<file path="config.mk">
export PLATFORM = sky130hd
export DESIGN_NAME = aes128_inv_keyex_flat
export DESIGN_NICKNAME = d
export VERILOG_FILES = /design/src/rtl/aes128_pkg.sv /design/src/rtl/aes128_inv_keyex_if.sv /design/src/rtl/aes128_inv_keystep.sv /design/src/rtl/aes128_inv_keyex.sv /design/src/flat_wrapper.sv
export SDC_FILE = /design/constraint.sdc
export NUM_CORES = 2
export LEC_CHECK = 0
export CAP_MARGIN = 5
export CORE_AREA = 4 4 627 629
export CTS_CLUSTER_DIAMETER = 30
export DETAILED_ROUTE_END_ITERATION = 8
export DIE_AREA = 0 0 631 633
export PLACE_DENSITY = 0.44
export SYNTH_ARGS = -nofsm -noshare
export SYNTH_HDL_FRONTEND = slang
export SYNTH_SLANG_ARGS = --single-unit
export TNS_END_PERCENT = 10
</file>
<file path="constraint.sdc">
create_clock -name i_clk -period 3.52 [get_ports i_clk]
set_clock_uncertainty 0.2 [all_clocks]
set_input_delay 0.704 -clock i_clk [delete_from_list [all_inputs] [get_ports i_clk]]
set_output_delay 0.704 -clock i_clk [all_outputs]
set_load 0.01 [all_outputs]
</file>
<file path="src/rtl/aes128_pkg.sv">
// Shared AES-128 key-schedule helpers: word/key types, RotWord and the
// round-constant table. The forward and inverse key expansions both use it.
package aes128_pkg;

    localparam int unsigned NUM_ROUNDS = 10;
    localparam int unsigned EXKEY_W    = 128 * (NUM_ROUNDS + 1);

    typedef logic [31:0]  word_t;
    typedef logic [127:0] key_t;
    typedef logic [3:0]   round_t;

    // Round key viewed as four words; w0 sits in the most significant bits.
    typedef struct packed {
        word_t w0;
        word_t w1;
        word_t w2;
        word_t w3;
    } key_words_t;

    // RotWord: rotate a word left by one byte.
    function automatic word_t rot_word(input word_t w);
        return {w[23:0], w[31:24]};
    endfunction

    // Round constant for round r, placed in the top byte of the word.
    function automatic word_t rcon(input round_t r);
        word_t rc;
        rc = '0;
        case (r)
            4'd1:    rc[31:24] = 8'h01;
            4'd2:    rc[31:24] = 8'h02;
            4'd3:    rc[31:24] = 8'h04;
            4'd4:    rc[31:24] = 8'h08;
            4'd5:    rc[31:24] = 8'h10;
            4'd6:    rc[31:24] = 8'h20;
            4'd7:    rc[31:24] = 8'h40;
            4'd8:    rc[31:24] = 8'h80;
            4'd9:    rc[31:24] = 8'h1b;
            4'd10:   rc[31:24] = 8'h36;
            default: rc = '0;
        endcase
        return rc;
    endfunction

endpackage

</file>
<file path="src/rtl/aes128_inv_keyex_if.sv">
// Bus between the inverse key expansion and its user. The user side also
// supplies the shared S-box, which answers combinationally.
interface aes128_inv_keyex_if;
    import aes128_pkg::*;

    key_t                 i_key;
    logic                 i_key_en;
    logic [EXKEY_W-1:0]   o_exkey;
    logic                 o_key_ok;
    logic                 o_sbox_use;
    word_t                o_sbox_din;
    word_t                i_sbox_dout;

    modport master (
        output i_key, i_key_en, i_sbox_dout,
        input  o_exkey, o_key_ok, o_sbox_use, o_sbox_din
    );

    modport slave (
        input  i_key, i_key_en, i_sbox_dout,
        output o_exkey, o_key_ok, o_sbox_use, o_sbox_din
    );

endinterface

</file>
<file path="src/rtl/aes128_inv_keystep.sv">
// One inverse key-schedule round: rk(r) -> rk(r-1). Purely combinational;
// the S-box lookup is done outside on sbox_din and returned on sbox_dout.
module aes128_inv_keystep
    import aes128_pkg::*;
(
    input  key_t   key_in,
    input  round_t round,
    input  word_t  sbox_dout,
    output key_t   key_out,
    output word_t  sbox_din
);

    key_words_t w;
    key_words_t p;

    // Undo the XOR chain of the forward schedule, then recover w0 of rk(r-1).
    always_comb begin
        // NOTE: every variable driven here gets a value on every path first, so no latch is inferred.
        w    = key_in;
        p    = '0;
        p.w3 = w.w3 ^ w.w2;
        p.w2 = w.w2 ^ w.w1;
        p.w1 = w.w1 ^ w.w0;
        p.w0 = w.w0 ^ sbox_dout ^ rcon(round);
    end

    assign key_out  = p;
    assign sbox_din = rot_word(p.w3);

endmodule

</file>
<file path="src/rtl/aes128_inv_keyex.sv">
// Inverse AES-128 key expansion: starting from the last round key rk10,
// walks back one round per cycle and fills all eleven round-key slots.
module aes128_inv_keyex
    import aes128_pkg::*;
#(
    parameter int DLY = 1  // simulation register delay; register updates here are zero-delay
)
(
    input  logic              i_clk,
    input  logic              i_rst,
    aes128_inv_keyex_if.slave bus
);

    if (DLY < 0) begin : g_bad_dly
        $error("aes128_inv_keyex: DLY must be non-negative");
    end

    key_t                       key_r;
    round_t                     cnt_r;
    logic                       key_ok_r;
    logic [NUM_ROUNDS:0][127:0] exkey_r;   // element i holds rk(10-i)

    logic   step_en;
    round_t step_round;
    key_t   step_in;
    key_t   step_out;
    word_t  sbox_din;
    round_t wr_slot;

    // Select the round being undone this cycle and where its result lands.
    always_comb begin
        step_en    = bus.i_key_en | (cnt_r != 4'd0);
        step_round = bus.i_key_en ? 4'd10 : cnt_r;
        step_in    = bus.i_key_en ? bus.i_key : key_r;
        wr_slot    = 4'd11 - step_round;
    end

    aes128_inv_keystep u_step (
        .key_in    (step_in),
        .round     (step_round),
        .sbox_dout (bus.i_sbox_dout),
        .key_out   (step_out),
        .sbox_din  (sbox_din)
    );

    // Working key, round counter, round-key slots and the done flag.
    always_ff @(posedge i_clk) begin
        if (i_rst) begin
            // NOTE: the slot array is cleared on reset because the outputs must read as zero afterwards.
            key_r    <= '0;
            cnt_r    <= '0;
            key_ok_r <= 1'b0;
            exkey_r  <= '0;
        end else if (bus.i_key_en) begin
            // NOTE: non-blocking assignments keep every register reading its pre-edge value.
            key_r      <= step_out;
            cnt_r      <= 4'd9;
            key_ok_r   <= 1'b0;
            exkey_r[0] <= bus.i_key;
            exkey_r[1] <= step_out;
        end else if (cnt_r != 4'd0) begin
            key_r            <= step_out;
            cnt_r            <= cnt_r - 4'd1;
            exkey_r[wr_slot] <= step_out;
            if (cnt_r == 4'd1) begin
                key_ok_r <= 1'b1;
            end
        end
    end

    assign bus.o_exkey    = exkey_r;
    assign bus.o_key_ok   = key_ok_r & ~bus.i_key_en & ~i_rst;
    assign bus.o_sbox_use = step_en & ~i_rst;
    assign bus.o_sbox_din = sbox_din;

endmodule

</file>
<file path="src/flat_wrapper.sv">
// flat-port wrapper written by rule: the top's interface ports become plain ports
module aes128_inv_keyex_flat import aes128_pkg::*;
#(
    parameter int DLY = 1                                                                    
)
  (i_clk, i_rst, bus_i_key, bus_i_key_en, bus_i_sbox_dout, bus_o_exkey, bus_o_key_ok, bus_o_sbox_use, bus_o_sbox_din);
  aes128_inv_keyex_if bus_i ();
  input  logic i_clk;
  input  logic i_rst;
  input wire logic [$bits(bus_i.i_key)-1:0] bus_i_key;
  input wire logic [$bits(bus_i.i_key_en)-1:0] bus_i_key_en;
  input wire logic [$bits(bus_i.i_sbox_dout)-1:0] bus_i_sbox_dout;
  output wire logic [$bits(bus_i.o_exkey)-1:0] bus_o_exkey;
  output wire logic [$bits(bus_i.o_key_ok)-1:0] bus_o_key_ok;
  output wire logic [$bits(bus_i.o_sbox_use)-1:0] bus_o_sbox_use;
  output wire logic [$bits(bus_i.o_sbox_din)-1:0] bus_o_sbox_din;
  assign bus_i.i_key = bus_i_key;
  assign bus_i.i_key_en = bus_i_key_en;
  assign bus_i.i_sbox_dout = bus_i_sbox_dout;
  assign bus_o_exkey = bus_i.o_exkey;
  assign bus_o_key_ok = bus_i.o_key_ok;
  assign bus_o_sbox_use = bus_i.o_sbox_use;
  assign bus_o_sbox_din = bus_i.o_sbox_din;
  aes128_inv_keyex #(.DLY(DLY)) u_core (.i_clk(i_clk), .i_rst(i_rst), .bus(bus_i));
endmodule
</file>
==> results.md <==
* Worst Max-Slew Pin Slew at 1160 ps
* Row count at 229
* Critical Path Start: bus_i_key[60]
* TritonCTS buffer count at 445
* Maximum vdd ir drop at 0.472 mV
* Clock Pin Slew Worst Setup and Hold Paths at 40 ps
* Switch Pwr at 19.9 mW
* Core Area at 388,000 um2
* Root buf cell: clkbuf_16
* Internal cell power at 50.8 mW
* RSZ-0062 raised after global routing: false
* Vias per cell at 4.00
* CTS Sinks at 1,541
* Clk pwr share at 0.592
* Period utilization at 0.997
* Final setup fails at 0
* Final Wtd Congestion at 0.815
* DRC at 0
* Die height at 633 um
* # fillers at 41,900
* Layout cells sized above 1 at 0.147
* Later-pin clock latency in the skew report at 970 ps
* Startpoint types: input port
* Post-Synthesis Cells at 6,832
* Reg2reg end: u_core.bus.o_exkey[724]
* GRT Resource Usage Total at 0.193
* Synth warn at 0
* Yosys top cell area share at 0.542
* Drt pass-1 iters at 9
* Largest net degree at the start of global routing at 195
* Seq pwr share at 0.269
* PnR Total Power at 70.7 mW
* Area occupied by multi-input gates at 24,300 um2
* Reg-to-Reg Start: u_core.cnt_r[1]
* I/O pin total at 1,605
* Via count at 56,900
* Synthesized Nets at 6,997
* Clock buffer depth at 4
* Dpl hpwl at 299,000 um
* Setup_tns at 0 ps
* Placed cell count at 13,300
* WS Path Type: input port to output pin
* Fin util at 0.254
* Synth Register Bits at 1,541
* Status: complete, no violations
* Violation count after the first detailed-route iteration at 5,274
* Synth area leader: dfxtp_1
* Setup crit end: bus_o_sbox_din[4]
* Fmax at 0.285 GHz
* CP Capture Type: output pin
* Slew headroom at 0.225
* EDFF count, synth at 0
* PD cells at 719 nW/um2
* Initial antenna violation count at 87
* Layout area overhead at 73.0%
* Switching fraction of total power at 0.281
* CTS tree: done
* Register area at 30,900 um2
* Lkg Pwr at 33.9 nW
* H-tree levels at 5
* Ys flop type: dfxtp_1
* Top cells by area in the synthesized netlist: dfxtp_1 54%, nand2_1 16%, a21oi_1 11%
* First-pass GRT wire length at 525,000 um
* Cell variety after synth at 50
* Routed len/inst at 28.6 um
* IO Port Bufs at 1,604
* FFs w/ async S/R, synth at 0
* Mean Syn Cell Area at 8.32 um2
* Min Tclk post-route at 3510 ps
* Hold Fails Final Rpt at 0
* Hold crit path type: input port to register
* Net count, final at 8,769
* Post-Syn Area at 56,900 um2
* Final Non-Filler Cells at 14,200
* Crit Path Max Fanout at 2
* Count of maximum capacitance violations at 0
* DIE AREA at 399,000 um2
* Congestion Overflow GR at 0
* Crit path arrival time at 2600 ps
* Max-slew violation count at 0
* Worst Path Required at 2620 ps
* Seq/Total Area, Yosys at 0.542
* Reg2reg path depth at 7
* R2R Setup Slk at 740 ps
* Routed WL at 407,000 um
* Logic pwr share at 0.140
* Number of routed nets with antenna violations at 0
* Number of global-route vias before repair at 54,400
* Most common cell after layout, fill and taps aside: nand2_1
* Die W at 631 um
* Initial Utilization at 0.147
* Most frequent cells in the layout: 2,415 x nand2_1, 1,584 x clkdlybuf4s50_1, 1,526 x dfxtp_1
[critical path: stages]
cell	delay, ps
clkdlybuf4s50_1	520
xnor2_4	450
buf_4	210
mux2i_4	70
buf_12	160
clkdlybuf4s50_1	480
[routing by layer]
metal / routed length, um / global-route usage / up-vias
met5: 102 / 0 / -
met4: 19900 / 0.0946 / 18
met3: 28700 / 0.0486 / 608
met2: 202000 / 0.334 / 2359
met1: 157000 / 0.221 / 27600
li1: - / - / 26300
[cell families (layout without fill, tap and decap cells)]
kind of cell             Yosys count  in the layout  synth area share
multiplexers                     130            130            0.0229
XOR/XNOR                         237            237            0.0370
other                              0             50                 0
adder cells (fa/ha/maj)            2              2          0.000440
flip-flops                      1541           1541             0.542
buffers and inverters            687           2831            0.0575
AND/OR/NAND/NOR                 2687           2687             0.182
AO/OA/AOI/OAI                   1548           1548             0.158
[flip-flops by register name, indices dropped and copies added, names as in the netlist]
register            flops
u_core.bus.o_exkey   1408
u_core.key_r          128
u_core.cnt_r            4
u_core.key_ok_r         1
[timing repair]
action | 4_1_cts | 5_1_grt
resized for setup | 44 | 2
endpoints found under the setup margin | 24 | 1
pin swaps | 1 | 2
setup buffers | 4 | 3
endpoints found under the hold margin | 1 | 0
hold buffers | 1 | 0
cloned | 0 | 0
[Yosys cell counts (3+ instances only)]
master	count
a31oi_1	3
nor2b_1	4
inv_1	3
buf_1	15
nand3b_1	30
clkbuf_1	306
o22ai_1	8
xor2_1	5
a22o_1	121
o21ai_0	25
nand2_1	2421
a22oi_1	6
o21ai_1	9
o31ai_1	3
buf_2	286
nor3_1	16
nor2_1	181
a211oi_1	38
a21oi_1	1208
nand2b_1	10
nor3_2	4
xnor2_1	229
a222oi_1	121
buf_6	14
mux2i_1	130
or3_1	4
buf_4	61
nand3_1	3
dfxtp_1	1541
[worst min path at each step]
stage	from	end	slack, ps	depth (start not counted)
2_1_floorplan	u_core.key_r[29]	u_core.key_r[29]	260	1
3_3_place_gp	u_core.bus.o_exkey[174]	u_core.bus.o_exkey[174]	240	2
3_5_place_dp	u_core.bus.o_exkey[221]	u_core.bus.o_exkey[221]	240	2
4_1_cts	i_rst	u_core.bus.o_exkey[39]	6	3
5_1_grt	i_rst	u_core.bus.o_exkey[39]	50	3
6_report	i_rst	u_core.bus.o_exkey[39]	70	3
[per-stage QoR]
step / area, um2 / worst slack, ps / hold WS [ps]
global route: 98400 / 21.3 / 54.9
detailed placement: 82300 / -570 / 243
global placement: 82300 / -585 / 237
CTS: 98300 / -63.3 / 6.17
floorplan: 56900 / 598 / 263
finish: 98400 / 12.3 / 68.5
[final cells by class]
type,count,share of cell area
well taps,5197,0.0661
multi-input cells,4604,0.247
clock buffers,630,0.130
inverters,5,0.000343
clock inverters,189,0.0310
flip-flops and latches,1541,0.314
diodes,50,0.00127
repair buffers,2007,0.211
[power by group through the flow]
| stage | sequential (mW) | clock (mW) | combinational [mW] |
|---|---|---|---|
| after CTS | 19.1 | 42.5 | 10.2 |
| after global routing | 19.1 | 43.5 | 10.3 |
| after global placement | 19.3 | 0 | 10.1 |
| after detailed placement | 19.3 | 0 | 10.1 |
| after floorplan | 19.2 | 0 | 3.19 |
| final | 19.0 | 41.8 | 9.87 |
No activity file was read; power rests on OpenSTA's default activity.
